### src/rtl/cache_controller.sv
// CPU-side sequencer for a 2-way, 16-set, 4-word/line write-back cache: compare, writeback, refill, retry.
// Optional build macro CACHE_CTRL_STATS_EN adds saturating hit/miss/writeback counters.
module cache_controller #(
  parameter int TAG_W   = 5,
  parameter int INDEX_W = 4,
  parameter int WORD_W  = 2,
  parameter int DATA_W  = 16
) (
  input  logic                            clk,
  input  logic                            rst,
  input  logic                            cpu_req,
  input  logic                            cpu_write,
  input  logic [TAG_W+INDEX_W+WORD_W-1:0] cpu_addr,
  input  logic [DATA_W-1:0]               cpu_wdata,
  output logic [DATA_W-1:0]               cpu_rdata,
  output logic                            cpu_ready,
  output logic                            cache_enable,
  output logic                            cache_cmp,
  output logic                            cache_write,
  output logic [TAG_W-1:0]                cache_tag,
  output logic [INDEX_W-1:0]              cache_index,
  output logic [WORD_W-1:0]               cache_word,
  output logic [DATA_W-1:0]               cache_data_in,
  output logic                            cache_valid_in,
  input  logic                            cache_hit,
  input  logic                            cache_dirty,
  input  logic [TAG_W-1:0]                cache_tag_out,
  input  logic [DATA_W-1:0]               cache_data_out,
  input  logic                            cache_valid,
  input  logic                            cache_ack,
`ifdef CACHE_CTRL_STATS_EN
  output logic [15:0]                     hit_count,
  output logic [15:0]                     miss_count,
  output logic [15:0]                     wb_count,
`endif
  output logic                            mem_req,
  output logic                            mem_write,
  output logic [TAG_W+INDEX_W+WORD_W-1:0] mem_addr,
  output logic [DATA_W-1:0]               mem_wdata,
  input  logic [DATA_W-1:0]               mem_rdata,
  input  logic                            mem_ack
);

  localparam int AW = TAG_W + INDEX_W + WORD_W;
  localparam logic [WORD_W-1:0] LAST_W = {WORD_W{1'b1}};

  typedef enum logic [2:0] {
    S_IDLE, S_CMP, S_WB_RD, S_WB_MEM, S_FL_MEM, S_FL_WR, S_DONE
  } state_t;

  state_t              state, state_n;
  logic                req_write;
  logic [TAG_W-1:0]    req_tag, victim_tag;
  logic [INDEX_W-1:0]  req_index;
  logic [WORD_W-1:0]   req_word, w;
  logic [DATA_W-1:0]   req_wdata, buf_data, rdata_q;
  logic                gap, first_cmp;
  logic                in_cache_st, acc_done, hit_ok, wb_need;

  // gap forces one idle enable cycle after every completed cache access
  assign in_cache_st = (state == S_CMP) || (state == S_WB_RD) || (state == S_FL_WR);
  assign acc_done    = cache_enable && cache_ack;
  assign hit_ok      = cache_hit && cache_valid;
  assign wb_need     = cache_valid && cache_dirty;

  always_ff @(posedge clk) begin
    if (rst) state <= S_IDLE;
    else     state <= state_n;
  end

  always_comb begin
    state_n = state;
    unique case (state)
      S_IDLE:   if (cpu_req) state_n = S_CMP;
      S_CMP:    if (acc_done) begin
                  if (hit_ok)       state_n = S_DONE;
                  else if (wb_need) state_n = S_WB_RD;
                  else              state_n = S_FL_MEM;
                end
      S_WB_RD:  if (acc_done) state_n = S_WB_MEM;
      S_WB_MEM: if (mem_ack)  state_n = (w == LAST_W) ? S_FL_MEM : S_WB_RD;
      S_FL_MEM: if (mem_ack)  state_n = S_FL_WR;
      S_FL_WR:  if (acc_done) state_n = (w == LAST_W) ? S_CMP : S_FL_MEM;
      S_DONE:   state_n = S_IDLE;
      default:  state_n = S_IDLE;
    endcase
  end

  always_ff @(posedge clk) begin
    if (rst) begin
      req_write  <= 1'b0;
      req_tag    <= '0;
      req_index  <= '0;
      req_word   <= '0;
      req_wdata  <= '0;
      victim_tag <= '0;
      w          <= '0;
      buf_data   <= '0;
      rdata_q    <= '0;
      gap        <= 1'b0;
      first_cmp  <= 1'b0;
    end else begin
      gap <= acc_done;
      unique case (state)
        S_IDLE: if (cpu_req) begin
          req_write <= cpu_write;
          req_tag   <= cpu_addr[AW-1 -: TAG_W];
          req_index <= cpu_addr[WORD_W +: INDEX_W];
          req_word  <= cpu_addr[WORD_W-1:0];
          req_wdata <= cpu_wdata;
          first_cmp <= 1'b1;
        end
        S_CMP: if (acc_done) begin
          first_cmp <= 1'b0;
          if (hit_ok) begin
            rdata_q <= req_write ? '0 : cache_data_out;
          end else begin
            w <= '0;
            if (wb_need) victim_tag <= cache_tag_out;
          end
        end
        S_WB_RD:  if (acc_done) buf_data <= cache_data_out;
        S_WB_MEM: if (mem_ack) w <= (w == LAST_W) ? '0 : w + WORD_W'(1);
        S_FL_MEM: if (mem_ack) buf_data <= mem_rdata;
        S_FL_WR:  if (acc_done) w <= (w == LAST_W) ? '0 : w + WORD_W'(1);
        default: ;
      endcase
    end
  end

  // Outputs decode from state only, so they are steady for the whole wait on an ack
  always_comb begin
    cpu_rdata      = '0;
    cpu_ready      = 1'b0;
    cache_enable   = in_cache_st && !gap;
    cache_cmp      = 1'b0;
    cache_write    = 1'b0;
    cache_tag      = '0;
    cache_index    = '0;
    cache_word     = '0;
    cache_data_in  = '0;
    cache_valid_in = 1'b0;
    mem_req        = 1'b0;
    mem_write      = 1'b0;
    mem_addr       = '0;
    mem_wdata      = '0;
    unique case (state)
      S_CMP: begin
        cache_cmp     = 1'b1;
        cache_write   = req_write;
        cache_tag     = req_tag;
        cache_index   = req_index;
        cache_word    = req_word;
        cache_data_in = req_wdata;
      end
      S_WB_RD: begin
        cache_tag   = victim_tag;
        cache_index = req_index;
        cache_word  = w;
      end
      S_WB_MEM: begin
        mem_req   = 1'b1;
        mem_write = 1'b1;
        mem_addr  = {victim_tag, req_index, w};
        mem_wdata = buf_data;
      end
      S_FL_MEM: begin
        mem_req  = 1'b1;
        mem_addr = {req_tag, req_index, w};
      end
      S_FL_WR: begin
        cache_write    = 1'b1;
        cache_valid_in = 1'b1;
        cache_tag      = req_tag;
        cache_index    = req_index;
        cache_word     = w;
        cache_data_in  = buf_data;
      end
      S_DONE: begin
        cpu_ready = 1'b1;
        cpu_rdata = rdata_q;
      end
      default: ;
    endcase
  end

`ifdef CACHE_CTRL_STATS_EN
  // hit/miss judged on the first compare only; a dirty victim counts wherever it is evicted
  always_ff @(posedge clk) begin
    if (rst) begin
      hit_count  <= '0;
      miss_count <= '0;
      wb_count   <= '0;
    end else if (state == S_CMP && acc_done) begin
      if (first_cmp) begin
        if (hit_ok) begin
          if (hit_count != 16'hFFFF) hit_count <= hit_count + 16'd1;
        end else begin
          if (miss_count != 16'hFFFF) miss_count <= miss_count + 16'd1;
        end
      end
      if (!hit_ok && wb_need && wb_count != 16'hFFFF) wb_count <= wb_count + 16'd1;
    end
  end
`endif

endmodule

### config.mk
export PLATFORM = sky130hd
export DESIGN_NAME = cache_controller
export DESIGN_NICKNAME = d
export VERILOG_FILES = /design/src/rtl/cache_controller.sv
export SDC_FILE = /design/constraint.sdc
export NUM_CORES = 1
export LEC_CHECK = 0
export CORE_MARGIN = 8
export CORE_UTILIZATION = 47
export DETAILED_ROUTE_END_ITERATION = 7
export GPL_TIMING_DRIVEN = 0
export PLACE_DENSITY = 0.95
export REMOVE_ABC_BUFFERS = 1
export SKIP_LAST_GASP = 1
export SLEW_MARGIN = 20
export SYNTH_ARGS = -nofsm -noshare
export SYNTH_HDL_FRONTEND = slang
export SYNTH_SLANG_ARGS = --single-unit
### constraint.sdc
create_clock -name clk -period 3.8 [get_ports clk]
set_input_delay 0.57 -clock clk [delete_from_list [all_inputs] [get_ports clk]]
set_output_delay 0.57 -clock clk [all_outputs]
set_load 0.02 [all_outputs]
==> run summary, run 1 <==
• routed via count divided by cell count: 5.541
• Critical R2R Capture: state[1]
• filler cell count in the final layout: 580
• Sequential cell area: 1423 sq um
• Netlist cell types: 41
• floorplan die area: 11150 sq um
• synthesized cell area: 3772 sq um
• final estimated routing congestion in global placement: 0.8004
• Net count, final: 656
• wire length per cell after detailed routing: 18.81 um
• cell type with the highest aggregate area in the netlist: dfxtp_1
• dominant register cell in the synthesized netlist: dfxtp_1
• number of flops mapped to enable cells by yosys: 0
• endpoint type of the worst setup path: output port
• detailed placer's ending HPWL: 9261 um
• Hold Path End: rdata_q[2]
• kind of critical path: flop to output port
• worst setup slack for register-to-register paths: 1300 ps
• DRC violation count after routing: 0
• switching power: 0.001106 W
• startpoint type of the worst setup path: flop
• hold-fix buffers at CTS: 0
• cell depth of the worst min-delay path: 2
• Clock Tree Buf Depth: 2
• overflow left after global routing: 0
• fraction of power spent switching nets: 38.10%
• post-route clock skew: 12.75 ps
• worst-margin pin slew: 1163 ps
• critical path data arrival time: 3050 ps
• Chip Width: 105.6 um
• Max transition margin: 22.46%
• post-synthesis register bit count: 71
• number of sinks on the clock net: 71
• Pins Over Slew Limit: 0
• leakage power summed over all cells: 1.973 nW
• sequential share of the synthesized area: 37.68%
• TNS Setup: 0 ps
• CTS buffer count: 9
• gate count after technology mapping: 457
• number of global-route vias before repair: 4079
• top achievable clock speed: 0.2762 GHz
• detailed router's first-iteration violation count: 217
• largest cells by area after synthesis: dfxtp_1 (38%), mux2i_1 (11%), nand2_1 (7.8%)
• part of the total power dissipated in the clock network: 24.0%
• max-cap violations: 0
• Mapped Avg Cell Area: 8.255 sq um
• number of I/O port buffers: 149
• Yosys warning total: 0
• pin count of the biggest net entering global routing: 74
• post-layout util: 70.70%
• layout cells sized above 1: 5.622%
• share of flip-flops with an asynchronous set or reset: 0%
• relative area change from synthesis to final layout: 45.57%
• post-layout minimum cycle time: 3620 ps
• sequential power share: 35.7%
• global-route wire length before repair: 20560 um
• clock insertion delay at the later pin of the skew report: 340 ps
• number of vias after detailed routing: 3823
• All-Layer GR Usage: 22.73%
• data required time of the worst path: 3230 ps
• I/O pin count: 150
• count of final setup violators: 0
• PD cells: 528.7 nW/um^2
• RSZ-0062 raised after global routing: no
• origin of the worst min-delay path: rdata_q[2]
• Core ar.: 7767 sq um
• Worst R2R Path Depth: 4
• combinational power share: 40.4%
• highest ir drop seen on vdd: 0.0003075 V
• share of Yosys cell area claimed by the top area cell type: 37.68%
• Hold/Removal Path Class: flop to flop
• cell chosen for the clock root: clkbuf_8
• Internal: 0.001797 W
• detailed-route wire length: 12980 um
• TritonCTS clock tree: built
• CP max FO: 25
• run status: finished clean
• launch point of the worst path: state[1]
• Hold Fails Final Rpt: 0
• number of antenna violations at the first check in global routing: 0
• Final Cycle Share: 95.26%
• drt pass-1 iters: 4
• Rows: 32
• count of H-tree levels built during CTS: 3
• initial core utilization: 48.57%
• Critical R2R Launch: state[1]
• DRT antenna net count: 0
• clock transition at the registers of the reported paths: 80 ps
• total area of multi-input combinational cells: 2122 sq um
• vertical die dimension: 105.6 um
-- flip-flops by register name, summed over array words and instances (netlist names) --
name and cells:
req_wdata 16, req_write 1, req_tag 5, w 2
gap 1, req_word 2, victim_tag 5, req_index 4
buf_data 16, state 3, rdata_q 16
-- cell type report --
| cell class | instances | share of cell area [%] |
|---|---|---|
| Inverter | 1 | 0.06835 |
| Tap cell | 102 | 2.324 |
| Clock inverter | 4 | 1.390 |
| Clock buffer | 12 | 2.825 |
| Multi-Input combinational cell | 344 | 38.64 |
| Sequential cell | 71 | 25.91 |
| Timing Repair Buffer | 155 | 28.80 |
| Antenna cell | 1 | 0.04557 |
-- layer usage --
metal / vias up / wire length [um] / track usage, %
met5: - / 0 / 0
li1: 1823 / - / -
met2: 194 / 6658 / 39.84
met1: 1794 / 4856 / 24.46
met3: 12 / 1344 / 9.622
met4: 0 / 123 / 6.432
-- power by group through the flow --
stage	logic, W	clock network (W)	registers, W
2_1_floorplan	0.000659	0	0.00103
3_3_place_gp	0.00102	0	0.00108
3_5_place_dp	0.00116	0	0.00104
4_1_cts	0.00116	0.000701	0.00103
5_1_grt	0.00125	0.000734	0.00106
6_report	0.00117	0.000696	0.00104
-- cell usage in the layout, fill, tap and decap left out, types with 3 or more instances in the layout --
master / n
nand3b_1: 18
o21ai_0: 3
nand2b_1: 8
a211oi_1: 18
dfxtp_1: 70
clkdlybuf4s50_1: 148
nand2_1: 78
mux2i_1: 41
a22o_1: 10
clkbuf_8: 11
and3_1: 17
nor2_1: 43
and2_1: 24
nor2b_1: 7
a21oi_1: 47
-- repair_timing --
| action | 4_1_cts | 5_1_grt |
|---|---|---|
| buffers inserted | 0 | 0 |
| resized for setup | 0 | 1 |
| setup endpoints to repair | 0 | 1 |
-- through the flow --
stage	setup WS, ps	power (W)	hold WS, ps	cells	cell area, sq um
3_5_place_dp	560.7	0.002203	441.1	673	5253
4_1_cts	178.5	0.002895	452.2	689	5484
2_1_floorplan	332.8	0.001689	421.3	416	3530
3_3_place_gp	-953.8	0.002098	432.9	667	5149
5_1_grt	14.10	0.003045	477.2	689	5489
6_report	180.1	0.002903	452.9	690	5492
-- logic make-up (layout without fill, tap and decap cells) --
group / count (synthesis) / count (layout) / synth area share, %
other cells: 0 / 1 / 0
simple gates: 210 / 210 / 28.72
fa+ha+maj: 1 / 1 / 0.3316
compound gates: 92 / 92 / 15.85
buf+inv: 42 / 172 / 6.534
mux: 41 / 41 / 10.88
flops: 71 / 71 / 37.68
-- how the worst max path moves through the flow --
stage | endpoint | slack, ps | depth (start not counted)
final | mem_addr[4] | 180 | 6
after global routing | mem_addr[2] | 10 | 6
after CTS | mem_addr[4] | 180 | 5
after detailed placement | mem_addr[4] | 560 | 5
after global placement | mem_addr[2] | -950 | 4
after floorplan | mem_addr[0] | 330 | 3
-- cells in the mapped netlist (2+ instances only) --
cell        n
nand3_1     2
nor2_1     44
a221o_1     2
dfxtp_1    71
buf_4       5
or4b_1      2
a22o_1     10
a22oi_1     2
mux2i_1    41
nand2b_1    8
nand3b_1   18
a21oi_1    47
o21ai_0     3
nand2_1    78
a21oi_2     2
nor2b_1     8
and2_1     24
buf_2       7
buf_6       8
a211oi_1   18
clkbuf_1   20
o2bb2ai_1   2
and3_1     17
-- critical path, cell delays in order (launching register included) --
cell and delay (ps):
dfxtp_1 900, nand2_1 140, nor2_2 490, buf_6 240, or2_2 190, and2_1 140, clkdlybuf4s50_1 610
No activity file was read; power rests on OpenSTA's default activity.
==> run 2: changes to the inputs <==
--- a/config.mk
+++ b/config.mk
@@ -5,10 +5,13 @@
 export SDC_FILE = /design/constraint.sdc
 export NUM_CORES = 1
 export LEC_CHECK = 0
+export CAP_MARGIN = 20
+export CORE_ASPECT_RATIO = 0.6
 export CORE_MARGIN = 8
 export CORE_UTILIZATION = 47
 export DETAILED_ROUTE_END_ITERATION = 7
 export GPL_TIMING_DRIVEN = 0
+export HOLD_SLACK_MARGIN = 0.15
 export PLACE_DENSITY = 0.95
 export REMOVE_ABC_BUFFERS = 1
 export SKIP_LAST_GASP = 1
==> run summary, run 2 (synthesis gave the netlist of run 1 again) <==
• CP max FO: 20, was 25
• overflow left after global routing: 0, unchanged
• PD cells: 539.1 nW/um^2, was 528.7 nW/um^2
• design area: 5534 sq um, was 5492 sq um
• TritonCTS clock tree: built, unchanged
• number of sinks on the clock net: 71, unchanged
• layout cells sized above 1: 5.622%, unchanged
• I/O pin count: 150, unchanged
• Clock Tree Buf Depth: 2, unchanged
• max-cap violations: 0, unchanged
• drt pass-1 iters: 4, unchanged
• Max transition margin: 31.11%, was 22.46%
• number of global-route vias before repair: 3926, was 4079
• number of I/O port buffers: 149, unchanged
• run status: finished clean, unchanged
• most common library cell in the layout ignoring fill and taps: clkdlybuf4s50_1, unchanged
• highest ir drop seen on vdd: 0.0003337 V, was 0.0003075 V
• DRC violation count after routing: 0, unchanged
• detailed router's first-iteration violation count: 225, was 217
• routed via count divided by cell count: 5.509, was 5.541
• wire length per cell after detailed routing: 18.30 um, was 18.81 um
• initial core utilization: 48.24%, was 48.57%
• Hold Slack: 443.5 ps, was 452.9 ps
• TNS Setup: 0 ps, unchanged
• antenna diode count: 0, was 1
• count of H-tree levels built during CTS: 3, unchanged
• kind of critical path: flop to output port, unchanged
• Regs by FF count: buf_data x16, rdata_q x16, req_wdata x16, unchanged
• detailed placer's ending HPWL: 8980 um, was 9261 um
• DRT antenna net count: 0, unchanged
• detailed-route wire length: 12720 um, was 12980 um
• number of vias after detailed routing: 3829, was 3823
• critical path's slowest cell: dfxtp_1, unchanged
• top achievable clock speed: 0.2787 GHz, was 0.2762 GHz
• global-route wire length before repair: 20410 um, was 20560 um
• vertical die dimension: 85.40 um, was 105.6 um
• relative area change from synthesis to final layout: 46.70%, was 45.57%
• worst-margin pin slew: 1033 ps, was 1163 ps
• Hold/Removal Path Class: flop to flop, unchanged
• Rows: 25, was 32
• CTS buffer count: 9, unchanged
• highest-count cells in the layout ignoring fill and taps: clkdlybuf4s50_1 (148), nand2_1 (78), dfxtp_1 (70), unchanged
• Post-Place Cells: 679, was 673
• Net count, final: 656, unchanged
• RSZ-0062 raised after global routing: yes, was no
• largest stage delay on the critical path: 860 ps, was 900 ps
• critical path data arrival time: 3020 ps, was 3050 ps
• floorplan die area: 11240 sq um, was 11150 sq um
• post-layout minimum cycle time: 3588 ps, was 3620 ps
• clock insertion delay at the later pin of the skew report: 330 ps, was 340 ps
• Core ar.: 7820 sq um, was 7767 sq um
• Chip Width: 131.7 um, was 105.6 um
• number of antenna violations at the first check in global routing: 0, unchanged
• Pins Over Slew Limit: 0, unchanged
• post-route clock skew: 5.761 ps, was 12.75 ps
• startpoint type of the worst setup path: flop, unchanged
• leakage power summed over all cells: 1.991 nW, was 1.973 nW
• pin count of the biggest net entering global routing: 74, unchanged
• hold-fix buffers at CTS: 0, unchanged
• cell chain of the critical path: nor2b_1 -> nor2_1 -> nor2b_1 -> clkdlybuf4s50_1, was nand2_1 -> nor2_2 -> buf_6 -> or2_2 -> and2_1 -> clkdlybuf4s50_1
• worst setup slack for register-to-register paths: 1250 ps, was 1300 ps
• Hold Fails Final Rpt: 0, unchanged
• data required time of the worst path: 3230 ps, about the same
• Final Cycle Share: 94.42%, was 95.26%
• cell occurring most often along the worst timing path: nor2b_1
• cell chosen for the clock root: clkbuf_16, was clkbuf_8
• clock transition at the registers of the reported paths: 50 ps, was 80 ps
• count of buffers added by post-CTS timing repair for setup: 0, unchanged
• final estimated routing congestion in global placement: 0.8564, was 0.8004
• post-route non-filler standard cell count: 695, was 690
• endpoint type of the worst setup path: output port, unchanged
• post-layout util: 70.77%, was 70.70%
• Placed Area: 5251 sq um, was 5253 sq um
• count of final setup violators: 0, unchanged
• All-Layer GR Usage: 22.63%, was 22.73%
-- run 2: cell types whose count changed in the layout (fill, tap and decap cells not counted), moves of 2 or more --
cell       before  now
bufinv_16       2    0
clkbuf_16       0    9
clkbuf_8       11    2
clkinv_2        0    2
-- run 2: worst paths after layout --
path / startpoint / to / depth (start not counted)
min: rdata_q[4] / rdata_q[4] / 2
min reg2reg: rdata_q[4] / rdata_q[4] / 2
max: state[0] / cache_index[0] / 4
max reg2reg: state[1] / state[1] / 4
-- run 2: final cells by class --
type	count	area [sq um]
fillers	590	2286
multi-input cells	344	2122
repair buffers	155	1573
flip-flops and latches	71	1423
clock buffers	13	260.3
well taps	108	135.1
clock inverters	3	17.52
inverters	1	3.754
-- run 2: per-layer routing --
metal / wire [um] / GRT usage (%) / up-vias
li1: - / - / 1825
met1: 5439 / 27.14 / 1826
met2: 5672 / 35.82 / 165
met3: 1475 / 10.73 / 13
met4: 129 / 5.699 / 0
met5: 0 / 0 / -
-- run 2: report_power, final --
group / internal, W / total, W / switching [W] / leakage [nW]
Combinational: 0.000514 / 0.00116 / 0.000649 / 1.28
Clock: 0.000476 / 0.000783 / 0.000307 / 0.136
Sequential: 0.000873 / 0.00104 / 0.000165 / 0.578
Total: 0.00186 / 0.00298 / 0.00112 / 1.99
-- run 2: worst max-delay path, delay by kind of cell (launching register included) --
family	cells	cell delay [ps]
flops	1	860
simple gates	3	1210
buf+inv	1	630
-- run 2: metrics by stage --
| step | setup WS (ps) | total power [W] |
|---|---|---|
| floorplan | 332.8 | 0.001689 |
| global placement | -1045 | 0.002102 |
| detailed placement | 587.5 | 0.002200 |
| CTS | 222.5 | 0.002992 |
| global route | -2.671 | 0.003157 |
| finish | 212.0 | 0.002983 |
-- run 2: repair_timing --
item | in CTS | in global routing
hold endpoints to repair | 0 | 0
endpoints found under the setup margin | 0 | 1
gates resized for setup | 0 | 1
